**src/rtl/rgb_pkg.sv**
```systemverilog
// Shared types and constants for the serial RGB frame decoder.
package rgb_pkg;

  typedef enum logic [1:0] {IDLE, SHIFT, DECODE} state_t;

  localparam logic [2:0] BLACK   = 3'd0;
  localparam logic [2:0] BLUE    = 3'd1;
  localparam logic [2:0] GREEN   = 3'd2;
  localparam logic [2:0] CYAN    = 3'd3;
  localparam logic [2:0] RED     = 3'd4;
  localparam logic [2:0] MAGENTA = 3'd5;
  localparam logic [2:0] YELLOW  = 3'd6;
  localparam logic [2:0] WHITE   = 3'd7;

  localparam int CHAN_W  = 8;
  localparam int FRAME_W = 3 * CHAN_W;

endpackage

```
**src/rtl/rgb_shift_rx.sv**
```systemverilog
// Serial frame capture: MSB-first shift register, bit counter and idle timer.
// frame_done/timeout are combinational strobes qualified by en (FSM in SHIFT).
module rgb_shift_rx #(
  parameter int FRM_W   = 24,
  parameter int TIMEOUT = 64
) (
  input  logic             clk,
  input  logic             rst,
  input  logic             clear,
  input  logic             en,
  input  logic             sdata_in,
  input  logic             sdata_valid,
  output logic [FRM_W-1:0] shreg,
  output logic             frame_done,
  output logic             timeout
);

  localparam int CW = $clog2(FRM_W);
  localparam int TW = $clog2(TIMEOUT);

  logic [CW-1:0] cnt;
  logic [TW-1:0] idle;

  // clear (frame_start) wins over any bit presented in the same cycle
  assign frame_done = en && !clear && sdata_valid && (cnt == CW'(FRM_W - 1));
  assign timeout    = en && !clear && !sdata_valid && (idle == TW'(TIMEOUT - 1));

  always_ff @(posedge clk or posedge rst) begin
    if (rst) begin
      shreg <= '0;
      cnt   <= '0;
      idle  <= '0;
    end else if (clear) begin
      cnt  <= '0;
      idle <= '0;
    end else if (en) begin
      if (sdata_valid) begin
        shreg <= {shreg[FRM_W-2:0], sdata_in};
        cnt   <= frame_done ? '0 : cnt + 1'b1;
        idle  <= '0;
      end else begin
        idle  <= timeout ? '0 : idle + 1'b1;
      end
    end
  end

endmodule

```
**src/rtl/rgb_colour_decoder.sv**
```systemverilog
// Recovers a 3-bit colour code from a serial R,G,B frame with a valid/ready output.
// THRESHOLD_DECODE_EN: channel on = MSB set, no invalid-value error.
module rgb_colour_decoder
  import rgb_pkg::*;
#(
  parameter int CHAN_W  = 8,
  parameter int TIMEOUT = 64
) (
  input  logic       clk,
  input  logic       rst,
  input  logic       frame_start,
  input  logic       sdata_in,
  input  logic       sdata_valid,
  output logic [2:0] colour_out,
  output logic       colour_valid,
  input  logic       colour_ready,
  output logic       err,
  output logic       overrun
);

  localparam int FRM_W = 3 * CHAN_W;

  state_t             state, state_nx;
  logic [FRM_W-1:0]   shreg;
  logic               frame_done, timeout;
  logic [2:0]         code_nx, dec_code;
  logic               bad_nx, dec_vld;
  logic [CHAN_W-1:0]  ch;

  rgb_shift_rx #(.FRM_W(FRM_W), .TIMEOUT(TIMEOUT)) u_rx (
    .clk         (clk),
    .rst         (rst),
    .clear       (frame_start),
    .en          (state == SHIFT),
    .sdata_in    (sdata_in),
    .sdata_valid (sdata_valid),
    .shreg       (shreg),
    .frame_done  (frame_done),
    .timeout     (timeout)
  );

  always_ff @(posedge clk or posedge rst) begin
    if (rst) state <= IDLE;
    else     state <= state_nx;
  end

  always_comb begin
    state_nx = state;
    case (state)
      IDLE:    if (frame_start) state_nx = SHIFT;
      SHIFT:   if (frame_start)     state_nx = SHIFT;
               else if (frame_done) state_nx = DECODE;
               else if (timeout)    state_nx = IDLE;
      DECODE:  state_nx = frame_start ? SHIFT : IDLE;
      default: state_nx = IDLE;
    endcase
  end

  // channel c=0 is the last byte received (B), so it maps to colour[0]
  always_comb begin
    code_nx = '0;
    bad_nx  = 1'b0;
    ch      = '0;
    for (int c = 0; c < 3; c++) begin
      ch = shreg[c*CHAN_W +: CHAN_W];
`ifdef THRESHOLD_DECODE_EN
      code_nx[c] = ch[CHAN_W-1];
`else
      code_nx[c] = &ch;
      if ((|ch) && !(&ch)) bad_nx = 1'b1;
`endif
    end
  end

  // decode stage: registered one edge after the last bit
  always_ff @(posedge clk or posedge rst) begin
    if (rst) begin
      dec_vld  <= 1'b0;
      dec_code <= '0;
      err      <= 1'b0;
    end else begin
      dec_vld  <= (state == DECODE) && !bad_nx;
      dec_code <= code_nx;
      err      <= (state == SHIFT && timeout) || (state == DECODE && bad_nx);
    end
  end

  // output holding register; a new code while one is stalled is dropped
  always_ff @(posedge clk or posedge rst) begin
    if (rst) begin
      colour_out   <= BLACK;
      colour_valid <= 1'b0;
      overrun      <= 1'b0;
    end else if (dec_vld) begin
      if (!colour_valid || colour_ready) begin
        colour_out   <= dec_code;
        colour_valid <= 1'b1;
      end else begin
        overrun <= 1'b1;
      end
    end else if (colour_valid && colour_ready) begin
      colour_valid <= 1'b0;
    end
  end

endmodule
```
**config.mk**
```make
export PLATFORM = sky130hd
export DESIGN_NAME = rgb_colour_decoder
export DESIGN_NICKNAME = d
export VERILOG_FILES = /design/src/rtl/rgb_pkg.sv /design/src/rtl/rgb_shift_rx.sv /design/src/rtl/rgb_colour_decoder.sv
export SDC_FILE = /design/constraint.sdc
export NUM_CORES = 1
export LEC_CHECK = 0
export BUFFER_PORTS_ARGS = -buffer_cell sky130_fd_sc_hd__buf_2
export CAP_MARGIN = 5
export CORE_MARGIN = 2
export CORE_UTILIZATION = 45
export CTS_CLUSTER_DIAMETER = 100
export CTS_CLUSTER_SIZE = 24
export DETAILED_ROUTE_END_ITERATION = 10
export SYNTH_ARGS = -nofsm -noshare
export SYNTH_HDL_FRONTEND = slang
export SYNTH_HIERARCHICAL = 1
export SYNTH_SLANG_ARGS = --single-unit
```
**constraint.sdc**
```tcl
create_clock -name clk -period 2.3 [get_ports clk]
set_clock_uncertainty 0.05 [all_clocks]
set_input_delay 0.46 -clock clk [delete_from_list [all_inputs] [get_ports clk]]
set_output_delay 0.46 -clock clk [all_outputs]
set_load 0.005 [all_outputs]
```
==> results of run 1 <==
==> routing by layer <==
layer | GRT usage [%] | vias to the layer above | share of wire [%]
met1 | 22.52 | 678 | 48
met4 | 6.061 | 0 | 1.4
met2 | 25.50 | 20 | 47
met3 | 4.390 | 5 | 3.1
li1 | - | 648 | -
met5 | 0 | - | 0
==> where the power goes <==
part	switching (mW)	internal, mW	total [mW]	leakage [nW]
clock	0.291	0.217	0.509	0.0408
sequential	0.139	0.950	1.09	0.625
combinational	0.0930	0.204	0.297	0.504
==> cell usage after synthesis <==
library cell,number
o21ai_0,1
a22o_1,1
nand2b_1,4
and3_1,2
or2_1,3
ha_1,2
xor2_1,1
a21oi_1,9
nor3_1,1
mux2_2,10
and3b_1,2
nand3_1,4
o21bai_1,1
nor4_1,5
nand3b_1,1
nand2_2,1
nand2_1,10
a222oi_1,1
a31o_2,1
nor2_1,6
nor4bb_1,1
and2_1,1
nor4_2,1
a41o_1,1
a311o_1,1
buf_6,3
or3b_2,1
o2bb2ai_1,1
nor4b_1,1
or2_2,1
dfrtp_1,47
a32o_1,2
or3_1,1
nand4_1,8
inv_1,7
or2b_1,1
mux2_4,19
nor2b_1,3
nand4b_1,2
clkbuf_1,2
buf_2,1
==> through the flow <==
step / hold slack [ns] / setup slack [ns] / instances / power, mW
3_5_place_dp: 0.4151 / 0.3739 / 233 / 1.403
6_report: 0.1012 / 0.3470 / 241 / 1.894
4_1_cts: 0.1071 / 0.3500 / 241 / 1.920
2_1_floorplan: 0.2747 / 0.5190 / 171 / 1.331
5_1_grt: 0.1370 / 0.1564 / 241 / 2.013
3_3_place_gp: 0.4042 / 0.4632 / 233 / 1.379
==> sequential cells by signal, summed over array words and instances (netlist names) <==
name          cells
u_rx/shreg       24
u_rx/idle         6
u_rx/cnt          5
colour_out        3
dec_code          3
state             2
colour_valid      1
dec_vld           1
err               1
overrun           1
==> cells by family after synthesis <==
kind of cell / Yosys count / share of synthesized area, %
buf+inv: 13 / 3.343
xor+xnor: 1 / 0.4035
compound gates: 19 / 6.167
simple gates: 60 / 16.43
flops: 47 / 54.18
fa+ha+maj: 2 / 1.153
mux: 29 / 18.33
==> how the worst max path moves through the flow <==
stage,from,endpoint,slack [ns],cells past startpoint
floorplan,state[0],state[0],0.52,9
global placement,state[0],state[0],0.46,7
detailed placement,state[0],state[0],0.37,7
CTS,state[0],state[0],0.35,7
global route,state[0],state[0],0.16,7
finish,state[0],state[0],0.35,7
==> area by class of cell <==
type	instances	area (um^2)
tap	54	67.56
sequential	47	1176
inverter	7	26.28
clock inverter	3	23.77
multi-input combinational	111	922.1
fill	425	2317
timing repair buffer	14	90.09
clock buffer	5	68.82
==> out/qor.txt, run 1 <==
cell count of the worst reg-to-reg path -> 7
commonest non-fill, non-tap cells in the layout -> dfrtp_1, mux2_4, buf_2
RSZ-0062 raised after global routing -> false
CTS tree -> done
Slew Limit Fails -> 0
leakage -> 1.170 nW
# Post-CTS Setup Buffers -> 0
hold_buf cts -> 0
Row Count -> 25
setup violators final -> 0
slew margin rel. -> 69.69%
first drt pass iteration count -> 4
post-cts sizing count -> 0
crit-path most repeated cell -> a21oi_1
Final period util -> 84.91%
Vias/cell -> 5.606
critical path buffer and inverter count -> 1
clock buffer depth -> 2
crit path time final -> 1.953 ns
Worst Setup End Kind -> flip-flop
Synth area leader -> dfrtp_1
Max-cap violations -> 0
number of buffers created by CTS -> 5
Setup CP Type -> flip-flop to flip-flop
leading cell type in the layout, fill and taps excluded -> dfrtp_1
Post-DP Area -> 2282 um^2
Power Density -> 797.7 nW/um^2
DRC errors left -> 0
layout cells sized above 1 -> 29.95%
Design Area, Final -> 2375 um^2
status -> completed
critical path peak fanout -> 11
1st-iter DRT viols -> 121
clk slew on worst S/H paths -> 0.09 ns
io pins -> 12
CP max-delay cell -> nor2b_1
largest stage delay on the critical path -> 0.42 ns
Mapped Cells -> 171
CP Cell Sequence -> nor2b_1 -> buf_4 -> or2b_1 -> nor3_1 -> nor2_1 -> a21oi_1 -> a21oi_1
clock latency on the worst-skew pair -> 0.30 ns
Fin. Hold Viols -> 0
Worst Setup Start Kind -> flip-flop
port bufs -> 11
Antenna diodes -> 0
Mapped Nets -> 179
initial antenna violation count -> 0
first-pass GRT wire length -> 6.858 mm
worst vdd ir -> 0.0003411 V
Core Area -> 4692 um^2
post-synth top area share -> 54.18%
Util after Layout -> 50.61%
crit path DAT -> 2.09 ns
largest net degree at the start of global routing -> 36
R2R Path Start -> state[0]
Distinct cells, synth -> 41
synth top area cells -> dfrtp_1, mux2_4, mux2_2
Die Y -> 73.46 um
total die area -> 5396 um^2
CP required -> 2.44 ns
layout net count -> 194
Final HPWL DP -> 2.414 mm
fmax -> 512.0 MHz
Largest delay share family, worst path -> simple AND/OR/NAND/NOR gates
syn_area_per_cell -> 12.69 um^2
cell area after synthesis -> 2171 um^2
Worst-Margin Slew -> 0.4537 ns
Synth Warn # -> 6
# H-tree levels -> 2
Root Driver -> clkbuf_8
overall routing resource usage -> 16.55%
gpl congestion -> 0.8016
antenna-violating nets left -> 0
effective utilization at floorplan -> 46.27%
Reg2Reg Setup Slack -> 0.35 ns
Area Growth Syn to Fin -> 9.395%
vias in the first global route -> 1434
Vias -> 1351
Routed WL per cell -> 15.21 um
die span in x -> 73.46 um
Sink Count -> 47
register area share after synthesis -> 54.18%
setup TNS -> 0 ns
worst hold path type -> primary input to async pin
Congestion Overflow GR -> 0
total wire length -> 3.666 mm
#FFs+latches synth -> 47
Reg-to-Reg End -> state[0]
Power figures use the tool's default switching activity.
==> run 2: changes to the inputs <==
==> constraint.sdc (replaced) <==
create_clock -name clk -period 1.8 [get_ports clk]
set_clock_uncertainty 0.05 [all_clocks]
set_input_delay 0.36 -clock clk [delete_from_list [all_inputs] [get_ports clk]]
set_output_delay 0.36 -clock clk [all_outputs]
set_load 0.005 [all_outputs]
==> run 2 against run 1 <==
Fmax up 20%; combinational power grew 28%; non-clock buffer count rose by 2; hold slack got worse by 0.10 ns; critical path type unchanged; highest routed layer unchanged.
==> out/qor.txt, run 2 (synthesis results as in run 1) <==
antenna-violating nets left -> 0
number of buffers created by CTS -> 5
critical path peak fanout -> 10
Worst Setup Start Kind -> flip-flop
area of the multi-input gates -> 934.6 um^2
layout cells sized above 1 -> 31.75%
crit path time final -> 1.630 ns
met2 wire len -> 1.608 mm
clk slew on worst S/H paths -> 0.09 ns
WL met3 -> 143 um
first drt pass iteration count -> 4
Sink Count -> 47
port bufs -> 11
Core Area -> 4692 um^2
sequential cell area -> 1176 um^2
RSZ-0062 raised after global routing -> false
Die Y -> 73.46 um
crit path DAT -> 1.81 ns
Design Area, Final -> 2426 um^2
worst hold path type -> primary input to async pin
worst vdd ir -> 0.0004302 V
Max-cap violations -> 0
effective utilization at floorplan -> 46.27%
1st-iter DRT viols -> 87
gpl congestion -> 0.7479
total wire length -> 3.447 mm
Root Driver -> clkbuf_8
Fin. Hold Viols -> 0
Slew Limit Fails -> 0
fillers -> 417
fmax -> 613.5 MHz
Routed WL per cell -> 14.19 um
commonest non-fill, non-tap cells in the layout -> dfrtp_1, mux2_4, buf_2
number of flip-flops in the largest register -> 24
Largest regs -> u_rx/shreg x24, u_rx/idle x6, u_rx/cnt x5
Congestion Overflow GR -> 0
setup violators final -> 0
leakage -> 1.209 nW
fin cells -> 243
Worst-Margin Slew -> 0.4487 ns
initial antenna violation count -> 0
worst setup path startpoint -> state[0]
Setup CP Type -> flip-flop to flip-flop
Area Growth Syn to Fin -> 11.76%
DRC errors left -> 0
leading cell type in the layout, fill and taps excluded -> dfrtp_1
first-pass GRT wire length -> 5.892 mm
Worst Setup End Kind -> flip-flop
hold_buf cts -> 0
R2R Path Start -> state[0]
Final period util -> 90.55%
overall routing resource usage -> 14.27%
top layer reached by signal wires -> met4
Vias -> 1339
CP max-delay cell -> dfrtp_1
CTS tree -> done
# H-tree levels -> 2
# Post-CTS Setup Buffers -> 0
total die area -> 5396 um^2
slew margin rel. -> 70.09%
status -> completed
largest net degree at the start of global routing -> 36
Cells after DPL -> 235
Post-DP Area -> 2297 um^2
largest stage delay on the critical path -> 0.40 ns
CP Cell Sequence -> nor2b_4 -> buf_4 -> or2b_1 -> a311o_1 -> a21oi_1
total power -> 2.544 mW
Reg2Reg Setup Slack -> 0.17 ns
Vias/cell -> 5.510
vias in the first global route -> 1285
layout net count -> 196
Final HPWL DP -> 2.377 mm
Power Density -> 1049 nW/um^2
Row Count -> 25
Util after Layout -> 51.71%
setup TNS -> 0 ns
worst setup path end -> u_rx/idle[0]
clock latency on the worst-skew pair -> 0.30 ns
CP required -> 1.98 ns
WHS -> 0.001101 ns
register with the most flip-flops -> u_rx/shreg
cell count of the worst reg-to-reg path -> 5
WL met1 -> 1.669 mm
post-route setup slack -> 0.1700 ns
die span in x -> 73.46 um
clock buffer depth -> 2
Antenna diodes -> 0
io pins -> 12
pre-CTS WS -> -0.01886 ns
Reg-to-Reg End -> u_rx/idle[0]
[run 2: cell count changes in the layout (fill, tap and decap cells not counted), sizes merged]
cell      change
buf           +2
clkinvlp      -2
bufinv        +1
clkinv        +1
[run 2: worst min path at each step]
stage | start | end | slack, ns | depth (start not counted)
3_3_place_gp | rst | overrun | 0.32 | 2
2_1_floorplan | rst | colour_out[0] | 0.17 | 1
5_1_grt | rst | colour_valid | 0.03 | 2
3_5_place_dp | rst | colour_valid | 0.34 | 2
4_1_cts | rst | colour_valid | 0.001 | 2
6_report | rst | colour_valid | 0.001 | 2
[run 2: layer usage]
layer / vias up / global-route usage [%]
met1: 660 / 18.84
li1: 651 / -
met3: 2 / 4.664
met4: 0 / 5.455
met5: - / 0
met2: 26 / 21.83
[run 2: layout make-up]
type | count | share of cell area (%)
clock inverter | 3 | 1.960
inverter | 7 | 1.083
clock buffer | 5 | 2.837
timing repair buffer | 16 | 4.332
sequential | 47 | 48.48
tap | 54 | 2.785
multi-input combinational | 111 | 38.52
[run 2: critical path: cells and delay by family (launching register included)]
family	cells	cell delay, ns
and+or+nand+nor	2	0.47
AOI/OAI and AO/OA	2	0.46
DFF	1	0.40
buffers and inverters	1	0.17
[run 2: repair_timing]
action                                 4_1_cts  5_1_grt
setup endpoints to repair                    9        1
endpoints found under the hold margin        0        0
pin swaps                                    0        0
gates resized for setup                      1        2
[run 2: report_power, final]
part	switching, mW	leakage [nW]	total, mW	internal (mW)
clock	0.360	0.0587	0.781	0.421
combinational	0.117	0.525	0.379	0.262
sequential	0.171	0.625	1.38	1.21
total	0.648	1.21	2.54	1.90
